[config.mk]
export PLATFORM = sky130hd
export DESIGN_NAME = ps2_scan_decoder
export DESIGN_NICKNAME = d
export VERILOG_FILES = /design/src/rtl/ps2_scan_decoder.sv
export SDC_FILE = /design/constraint.sdc
export NUM_CORES = 1
export LEC_CHECK = 0
export ABC_AREA = 1
export CAP_MARGIN = 5
export CORE_MARGIN = 2
export CORE_UTILIZATION = 55
export CTS_CLUSTER_DIAMETER = 30
export DETAILED_ROUTE_END_ITERATION = 8
export PLACE_DENSITY = 0.74
export SLEW_MARGIN = 20
export SYNTH_ARGS = -nofsm -noshare
export SYNTH_HDL_FRONTEND = slang
export SYNTH_SLANG_ARGS = --single-unit
[constraint.sdc]
create_clock -name clk -period 2.8 [get_ports clk]
set_input_delay 0.84 -clock clk [delete_from_list [all_inputs] [get_ports clk]]
set_output_delay 0.84 -clock clk [all_outputs]
set_load 0.05 [all_outputs]
[src/rtl/ps2_scan_decoder.sv]
// PS/2 scan-code decoder: folds E0/F0 prefixes into {ext,brk,code} key events and queues them in a FIFO.
// Latency: scan_ready rising at clk edge k gives read in cycle k+3 and key_valid from cycle k+4 (empty FIFO).
// Backpressure: consumer stalls with key_ready=0; events arriving while full are dropped and flag overflow.
//
// Ports:
//   clk, reset       - system clock, asynchronous active-low reset
//   scan_code/ready  - byte and level-valid from the PS/2 shift register (scan_ready asynchronous)
//   read             - one-cycle acknowledge back to the shift register
//   key_valid/ready  - head-of-FIFO handshake; key_code/key_ext/key_break describe the head event
//   fifo_count       - number of queued events; overflow - sticky dropped-event flag
module ps2_scan_decoder #(
   parameter int FIFO_DEPTH = 4
) (
   input  logic                          clk,
   input  logic                          reset,
   input  logic [7:0]                    scan_code,
   input  logic                          scan_ready,
   output logic                          read,
   output logic                          key_valid,
   input  logic                          key_ready,
   output logic [7:0]                    key_code,
   output logic                          key_ext,
   output logic                          key_break,
   output logic [$clog2(FIFO_DEPTH):0]   fifo_count,
   output logic                          overflow
);
   localparam int AW = $clog2(FIFO_DEPTH);
   localparam int CW = AW + 1;

   typedef enum logic [1:0] {IDLE, EXT, BRK, EXT_BRK} state_t;

   logic [2:0]    sync_q;       // [0],[1] synchronizer, [2] previous synchronized value
   logic [1:0]    fill_q;
   logic          rise;
   logic [7:0]    byte_q;
   logic          read_q;
   state_t        state_q, state_d;
   logic          ext_f, brk_f, junk;
   logic          push_req;
   logic [9:0]    push_word;
   logic [9:0]    mem_q [FIFO_DEPTH];
   logic [AW-1:0] wr_ptr_q, rd_ptr_q;
   logic [CW-1:0] count_q;
   logic          overflow_q;
   logic          full, pop, push;

   // After reset the chain holds zeros; a scan_ready already high would look like a
   // 0->1 transition while the chain refills. Edges are only honoured once all three
   // flops carry real samples.
   always_ff @(posedge clk or negedge reset) begin
      if (!reset) begin
         sync_q <= 3'b000;
         fill_q <= 2'd0;
      end else begin
         sync_q <= {sync_q[1:0], scan_ready};
         if (fill_q != 2'd3) fill_q <= fill_q + 2'd1;
      end
   end

   assign rise = sync_q[1] & ~sync_q[2] & (fill_q == 2'd3);

   always_ff @(posedge clk or negedge reset) begin
      if (!reset) begin
         byte_q <= 8'h00;
         read_q <= 1'b0;
      end else begin
         read_q <= rise;
         if (rise) byte_q <= scan_code;
      end
   end

   assign read = read_q;

   // Prefix state is just two flags: E0 sets ext, F0 sets brk, each keeping the other.
   assign ext_f = (state_q == EXT) || (state_q == EXT_BRK);
   assign brk_f = (state_q == BRK) || (state_q == EXT_BRK);
   assign junk  = (byte_q == 8'h00) || (byte_q == 8'hFF) || (byte_q == 8'hAA) || (byte_q == 8'hE1);

   always_comb begin
      state_d   = state_q;
      push_req  = 1'b0;
      push_word = 10'h000;
      if (read_q) begin
         if (byte_q == 8'hE0) begin
            state_d = brk_f ? EXT_BRK : EXT;
         end else if (byte_q == 8'hF0) begin
            state_d = ext_f ? EXT_BRK : BRK;
         end else if (junk) begin
            state_d = IDLE;
         end else begin
            push_req  = 1'b1;
            push_word = {ext_f, brk_f, byte_q};
            state_d   = IDLE;
         end
      end
   end

   always_ff @(posedge clk or negedge reset) begin
      if (!reset) state_q <= IDLE;
      else        state_q <= state_d;
   end

   // Event FIFO; a simultaneous pop frees the slot so a push at full still lands.
   assign key_valid = (count_q != '0);
   assign full      = (count_q == CW'(FIFO_DEPTH));
   assign pop       = key_valid & key_ready;
   assign push      = push_req & (~full | pop);

   always_ff @(posedge clk or negedge reset) begin
      if (!reset) begin
         wr_ptr_q   <= '0;
         rd_ptr_q   <= '0;
         count_q    <= '0;
         overflow_q <= 1'b0;
      end else begin
         if (push) wr_ptr_q <= wr_ptr_q + AW'(1);
         if (pop)  rd_ptr_q <= rd_ptr_q + AW'(1);
         case ({push, pop})
            2'b10:   count_q <= count_q + CW'(1);
            2'b01:   count_q <= count_q - CW'(1);
            default: count_q <= count_q;
         endcase
         if (push_req && !push) overflow_q <= 1'b1;
      end
   end

   always_ff @(posedge clk) begin
      if (push) mem_q[wr_ptr_q] <= push_word;
   end

   assign {key_ext, key_break, key_code} = mem_q[rd_ptr_q];
   assign fifo_count = count_q;
   assign overflow   = overflow_q;
endmodule

# Word-level counts from Yosys, hierarchy flattened
# Memories as Yosys holds them, arrays and structs flattened.
# Index checks and enable logic that the tools add are counted.
# Widths: inputs -> output; s select.
[op_classes]
n_addsub = 5
mul = 0
n_div = 0
order_cmp = 0
eq_ne = 13
shift = 0
n_mux = 15
bitwise = 7
reduce_logical = 10
[ops]
columns = ["op", "n"]
rows = [
  ["$eq 8x8->1 const B", 5],
  ["$mux 10", 4],
  ["$eq 2x2->1 const B", 4],
  ["$logic_not 8->1", 1],
  ["$mux 1", 7],
  ["$add 2x1->2 const B", 3],
  ["$mux 2", 3],
  ["$pmux 3 s2", 1],
  ["$logic_or 1x1->1", 5],
  ["$and 1x1->1", 4],
  ["$eq 2x1->1 const B", 2],
  ["$add 3x1->3 const B", 1],
  ["$eq 3x3->1 const B", 1],
  ["$reduce_bool 3->1", 1],
  ["$sub 3x1->3 const B", 1],
  ["$ne 2x2->1 const B", 1],
  ["$not 1->1", 2],
  ["$reduce_bool 2->1", 1],
  ["$logic_and 1x1->1", 1],
  ["$logic_not 1->1", 1],
  ["$or 1x1->1", 1],
]
[totals]
reg_bits = 24
latchBits = 0
mem_bits_rw = 40
mem_bits_ro = 0
inputBits = 12
out_inout_bits = 16
word_cells = 60
mem_count = 1
[memory_table]
columns = ["memory", "words", "width", "read_ports", "rd_ports_with_merged_regs", "wr", "line", "source"]
rows = [
  ["mem_q", 4, 10, 1, 0, 1, "41", "logic [9:0] mem_q [FIFO_DEPTH];"],
]

# Logic depth before layout (Yosys ltp)
# Gate-level depths: netlist of the first run.
[logic_depth]
ltp_word = 11
depth_mapped = 14
mapped_depth_nobuf = 14

# Least setup slack after synthesis of the first run
# OpenSTA, ideal clock, no wires.
[synth_path]
kind = "reg-to-output"
startpoint = "register rd_ptr_q[0]"
endpoint = "output port key_break"
arrival_time_ps = 1573
path_slack_ps = 387
path_stages_with_launch = 5
path_cell_list = "dfrtp_1 > inv_1 > clkbuf_1 > nor2_1 > o22ai_1"
[synth_between]
elab_chain_len = 1
[synth_rtl]
columns = ["item", "line", "source"]
rows = [
  ["from (decl)", "42", "logic [AW-1:0] wr_ptr_q, rd_ptr_q;"],
  ["from (signal assigned)", "117", "if (pop) rd_ptr_q <= rd_ptr_q + AW'(1);"],
  ["$mem_v2 4x10", "--", ""],
  ["to (decl)", "23", "output logic key_break,"],
]
# Every way passes these cells.

# Final worst setup path of the first run
[layout_path]
startpoint = "register count_q[0] (netlist: fifo_count[0])"
endpoint = "output port key_valid"
[layout_between]
elab_chain_len = 1
[layout_rtl]
columns = ["item", "line", "source"]
rows = [
  ["from (decl)", "43", "logic [CW-1:0] count_q;"],
  ["from (signal assigned)", "119", "2'b10: count_q <= count_q + CW'(1);"],
  ["from (signal assigned)", "120", "2'b01: count_q <= count_q - CW'(1);"],
  ["from (signal assigned)", "121", "default: count_q <= count_q;"],
  ["$reduce_bool 3->1", "104", "assign key_valid = (count_q != '0);"],
  ["to (decl)", "19", "output logic key_valid,"],
]
# Every way passes these cells.

==> impl_metrics.toml, run 1 <==
[final_layout]
multi_input_area_sq_um = 847
final-seq-area_sq_um = 1800
area_growth_syn_to_layout_pct = 24.9
antennaDiodeCount = 0
fin_area_sq_um = 3490
final_cells = 380
fill_cells = 350
nets = 326
final_layout_size_suffix_gt1_share_pct = 17.9

[global_route]
grt_overflow = 0
grt_max_degree = 25
grt_pass1_wl_mm = 8.34
antenna_found_initial = 0
grt_pass1_vias = 1889
grt_usage_pct = 20.7

[cts]
cts_tree = "built"
cts_setup_buffers = 0
cts.clk_slew.worst_paths_ns = 0.07
clk_latency_ns = 0.32
ctsHoldBuffers = 0
cts_sinks = 64
cts_made_buffers = 9
clockBufferDepth = 2
root_buffer = "clkbuf_8"
h-tree-depth = 3
cts_resized = 0

[pwr]
switching_share_pct = 39.3
power_density_nw_per_um2 = 1070
pwr-share-seq_pct = 33.2
leakagePower_uw = 0.00145
power_frac_clock_pct = 19.2
p_int_uw = 2270
combPwrFrac_pct = 47.6
power_uw = 3740
ir_worst_vdd_mv = 0.485
switchingPower_uw = 1470

[critical_path]
crit_start = "fifo_count[0]$_DFFE_PN0P_"
criticalPathCategory = "register to output pin"
worstPathMaxFanout = 3
cp.depth = 5
timing.rr.start = "byte_q[1]$_DFFE_PN0P_"
crit_buf_inv = 3
path_cells = "inv_1 -> nand2_1 -> inv_2 -> nand2_2 -> clkdlybuf4s50_1"
crit_family = "buffers and inverters"
cp.required_ns = 1.96
ff2ff_path_depth = 14
slowest_stage = "clkdlybuf4s50_1"
startpoint_type = "register"
cp.arrival_ns = 1.77
crit_path_max_incr_delay_ns = 0.80
cp-end-kind = "output pin"
r2r_setup_slack_ns = 0.79
reg2reg_to = "fifo_count[2]$_DFFE_PN0P_"
cp-endpoint = "key_valid"

[floorplanning]
die_w_um = 75.3
start_util_pct = 58.0
num_io_pins = 28
dieArea_sq_um = 5670
fp.coreArea_sq_um = 4820
die_h_um = 75.3
rows = 25

[timing]
holdWs_ns = 0.361
tns_ns = 0
hold_violations = 0
drv_slew = 0
fmax_mhz = 383
rsz0062_at_grt = "no"
setup_viol_count_final = 0
fin_worst_skew_ns = 0.00704
min_period_ns = 2.61
max-slew-margin-rel_pct = 44.8
period_share_pct = 93.3
tightest_slew_ns = 0.824

[synthesis]
yosysMostFrequentCell = "nor2_1"
ys.flop_type = "edfxtp_1"
synth_top_area_share_pct = 43.0
syn_nets = 283
synth_warnings = 0
syn_area_sq_um = 2790
synth_area_per_cell_sq_um = 10.5
ys_ff_latch = 64
synth_edf_count = 40
syn_inst = 265
ys_types = 24
synth_top_cells_by_count = "nor2_1, edfxtp_1, nand2_1, o21ai_0, inv_1"
synth_top_cell_by_area = "edfxtp_1"
synth_area_leaders = "edfxtp_1, dfrtp_1, nor2_1"
seq_area_frac_synth_pct = 64.5
synth-async-reset-ratio_pct = 37.5

[flow_run]
maxCapViolations = 0

[detailed_routing]
drc = 0
routedWlPerCell_um = 13.1
totalWireLength_mm = 4.97
ant_nets = 0
via_per_inst = 5.03
num_vias = 1910
dr.pass1.iters = 4
drt_iter0_markers = 105

[placement]
place.gp.congestion = 0.843
dp_cells = 364
buffer_ports.inserted = 27
hpwl_mm = 3.73
postPlaceCellArea_sq_um = 3310

[hold_path]
hold_path_class = "register to register"

[status]
status = "completed"
## state kept, by name, summed over array words and instances (netlist names)
signal,flops
overflow,1
mem_q,40
byte_q,8
sync_q,3
rd_ptr_q,2
fifo_count,3
wr_ptr_q,2
state_q,2
fill_q,2
read,1
## cells in the final DEF, fill, tap and decap left out
| cell type | n |
|---|---|
| a21oi_1 | 3 |
| buf_12 | 10 |
| buf_4 | 12 |
| bufinv_16 | 1 |
| clkbuf_1 | 3 |
| clkbuf_8 | 9 |
| clkdlybuf4s50_1 | 17 |
| clkinv_2 | 3 |
| dfrtp_1 | 24 |
| edfxtp_1 | 40 |
| fa_1 | 1 |
| ha_1 | 5 |
| inv_1 | 27 |
| inv_2 | 4 |
| mux2_2 | 1 |
| nand2_1 | 30 |
| nand2_2 | 5 |
| nand2_4 | 3 |
| nand3_1 | 6 |
| nand4_1 | 2 |
| nor2_1 | 53 |
| nor2_2 | 6 |
| nor2_4 | 1 |
| o21ai_0 | 30 |
| o21ai_2 | 1 |
| o21bai_1 | 1 |
| o22ai_1 | 11 |
| xnor2_1 | 1 |
| xor2_1 | 3 |
## how the worst min path moves through the flow
| stage | cells after the start | startpoint | endpoint | slack (ns) |
|---|---|---|---|---|
| after floorplan | 0 | sync_q[0]$_DFF_PN0_ | sync_q[1]$_DFF_PN0_ | 0.33 |
| after global placement | 0 | sync_q[0]$_DFF_PN0_ | sync_q[1]$_DFF_PN0_ | 0.33 |
| after detailed placement | 0 | sync_q[0]$_DFF_PN0_ | sync_q[1]$_DFF_PN0_ | 0.35 |
| after CTS | 0 | sync_q[0]$_DFF_PN0_ | sync_q[1]$_DFF_PN0_ | 0.36 |
| after global routing | 0 | sync_q[0]$_DFF_PN0_ | sync_q[1]$_DFF_PN0_ | 0.38 |
| final | 0 | sync_q[0]$_DFF_PN0_ | sync_q[1]$_DFF_PN0_ | 0.36 |
## metal layers
layer,part of all wire [%],vias to the layer above,global-route usage (%)
li1,-,966,-
met1,45,896,24.6
met2,50,39,35.9
met3,3.1,9,4.15
met4,2.0,0,10.3
met5,0,-,0
## through the flow
stage	util, %	setup WS (ns)
4_1_cts	72.4	0.163
3_5_place_dp	68.7	0.350
5_1_grt	72.4	0.0727
2_1_floorplan	-	0.387
3_3_place_gp	68.7	0.416
6_report	72.4	0.188
## logic make-up after synthesis
group,after synthesis,share of synthesized area [%]
AND/OR/NAND/NOR,106,16.7
XOR/XNOR,4,1.25
multiplexers,1,0.403
buffers and inverters,38,5.19
adder cells (fa/ha/maj),6,2.96
flip-flops,64,64.5
AO/OA/AOI/OAI,46,8.96
## power by group through the flow
stage,Combinational [uW],Sequential [uW],Clock [uW]
2_1_floorplan,930,1340,0
3_3_place_gp,1760,1250,0
3_5_place_dp,1800,1260,0
4_1_cts,1800,1240,735
5_1_grt,1920,1250,782
6_report,1780,1240,719
## area by class of cell
| type | count | share of cell area, % |
|---|---|---|
| flip-flops and latches | 64 | 51.6 |
| multi-input cells | 163 | 24.3 |
| repair buffers | 39 | 13.2 |
| clock buffers | 12 | 3.87 |
| inverters | 31 | 3.33 |
| well taps | 67 | 2.40 |
| clock inverters | 4 | 1.29 |
No activity file was read; power rests on OpenSTA's default activity.
==> run 2, diff against run 1 <==
--- a/config.mk
+++ b/config.mk
@@ -8,10 +8,10 @@
 export ABC_AREA = 1
 export CAP_MARGIN = 5
 export CORE_MARGIN = 2
-export CORE_UTILIZATION = 55
+export CORE_UTILIZATION = 27
 export CTS_CLUSTER_DIAMETER = 30
 export DETAILED_ROUTE_END_ITERATION = 8
-export PLACE_DENSITY = 0.74
+export PLACE_DENSITY = 0.41
 export SLEW_MARGIN = 20
 export SYNTH_ARGS = -nofsm -noshare
 export SYNTH_HDL_FRONTEND = slang
==> impl_metrics.toml, run 2 (same netlist as run 1, synthesis figures left out) <==
[status]
status = "completed"

[final_layout]
nets = 326
final_util_pct = 34.9
largest_reg_flops = 40
reg_top3 = "mem_q (40), byte_q (8)"
final_common_cell = "nor2_1"
area_growth_syn_to_layout_pct = 27.1
final_cells = 449
multi_input_area_sq_um = 847
final_layout_size_suffix_gt1_share_pct = 17.6
final_cell_mix = "nor2_1, edfxtp_1, nand2_1, o21ai_0, inv_1"
top_register = "mem_q"
fill_cells = 1071
final-seq-area_sq_um = 1800
antennaDiodeCount = 0

[timing]
tns_ns = 0
drv_slew = 0
max-slew-margin-rel_pct = 44.2
setup_viol_count_final = 0
tightest_slew_ns = 0.834
min_period_ns = 2.61
fin_worst_skew_ns = 0.00799
fmax_mhz = 383
period_share_pct = 93.3
hold_violations = 0
rsz0062_at_grt = "no"

[hold_path]
hold_path_class = "register to register"

[global_route]
grt_pass1_vias = 1839
antenna_found_initial = 0
grt_max_degree = 25
grt_overflow = 0
grt_pass1_wl_mm = 9.39
grt_usage_pct = 11.2

[critical_path]
worstPathMaxFanout = 3
criticalPathCategory = "register to output pin"
cp.arrival_ns = 1.77
cp-end-kind = "output pin"
crit_buf_inv = 3
startpoint_type = "register"
slowest_stage = "clkdlybuf4s50_1"
cp.required_ns = 1.96
crit_family = "buffers and inverters"
crit_path_max_incr_delay_ns = 0.80
path_cells = "inv_1 -> nand2_1 -> inv_2 -> nand2_2 -> clkdlybuf4s50_1"

[detailed_routing]
drc = 0
totalWireLength_mm = 5.59
drt_iter0_markers = 43
routedWlPerCell_um = 12.5
via_per_inst = 4.08
num_vias = 1831
dr.pass1.iters = 4
ant_nets = 0

[floorplanning]
die_w_um = 106
dieArea_sq_um = 11200
rows = 37
die_h_um = 106
start_util_pct = 27.4
fp.coreArea_sq_um = 10200
num_io_pins = 28

[cts]
cts_resized = 0
cts_setup_buffers = 0
clockBufferDepth = 2
cts.clk_slew.worst_paths_ns = 0.07
root_buffer = "clkbuf_8"
h-tree-depth = 3
cts_sinks = 64
ctsHoldBuffers = 0
clk_latency_ns = 0.34
cts_made_buffers = 9
cts_tree = "built"

[placement]
buffer_ports.inserted = 27
place.gp.congestion = 0.739
dp_cells = 433
hpwl_mm = 4.07

[pwr]
leakagePower_uw = 0.00143
power_density_nw_per_um2 = 1030
ir_worst_vdd_mv = 0.368

[flow_run]
maxCapViolations = 0
-- run 2: cell count changes in the layout (fill, tap and decap cells not counted), sizes merged --
cell,previous run,this run
bufinv,1,0
clkinvlp,0,1
-- run 2: layout make-up --
type                    count  share of cell area (%)
repair buffers             39                    13.0
multi-input cells         163                    23.8
inverters                  31                    3.28
flip-flops and latches     64                    50.7
clock buffers              12                    3.80
well taps                 136                    4.79
clock inverters             4                   0.599
-- run 2: stage by stage --
step / power [uW] / worst slack, ns / instance area [sq um] / hold slack [ns]
after detailed placement: 3080 / 0.366 / 3400 / 0.339
after floorplan: 2270 / 0.387 / 2790 / 0.331
final: 3680 / 0.188 / 3550 / 0.353
after global placement: 3090 / 0.401 / 3400 / 0.338
after global routing: 3910 / 0.0723 / 3550 / 0.357
after CTS: 3740 / 0.149 / 3550 / 0.355
-- run 2: worst reg2reg max path, stage by stage, from the launching register on --
cell and delay (ns):
dfrtp_1 0.44, nor2_2 0.17, nand2_4 0.08, a21oi_1 0.17
nor2_2 0.08, nand2_4 0.15, nand2_4 0.08, fa_1 0.40
inv_1 0.09, nand4_1 0.10, nand3_1 0.09, nand2_1 0.05
inv_1 0.04
-- run 2: path summary, 6_finish.rpt --
check	cells after the start	to	from	slack, ns
worst max-delay path	5	key_valid	fifo_count[0]$_DFFE_PN0P_	0.19
worst min-delay path	0	sync_q[1]$_DFF_PN0_	sync_q[0]$_DFF_PN0_	0.35
worst max register to register	12	fifo_count[2]$_DFFE_PN0P_	byte_q[0]$_DFFE_PN0P_	0.79
worst min register to register	0	sync_q[1]$_DFF_PN0_	sync_q[0]$_DFF_PN0_	0.35
max in group asynchronous	2	wr_ptr_q[0]$_DFFE_PN0P_	reset	1.71
min in group asynchronous	2	byte_q[1]$_DFFE_PN0P_	reset	0.86
-- run 2: routing by layer --
| metal | vias to the layer above | track usage [%] | share of wire (%) |
|---|---|---|---|
| li1 | 962 | - | - |
| met1 | 830 | 14.1 | 48 |
| met3 | 7 | 4.08 | 4.3 |
| met2 | 32 | 17.7 | 46 |
| met4 | 0 | 3.95 | 1.5 |
| met5 | - | 0 | 0 |
-- run 2: power breakdown --
| part | switching (uW) | internal, uW | total [uW] |
|---|---|---|---|
| Combinational | 1090 | 711 | 1800 |
| Clock | 338 | 316 | 654 |
| Sequential | 74.3 | 1150 | 1230 |
| Total | 1500 | 2180 | 3680 |
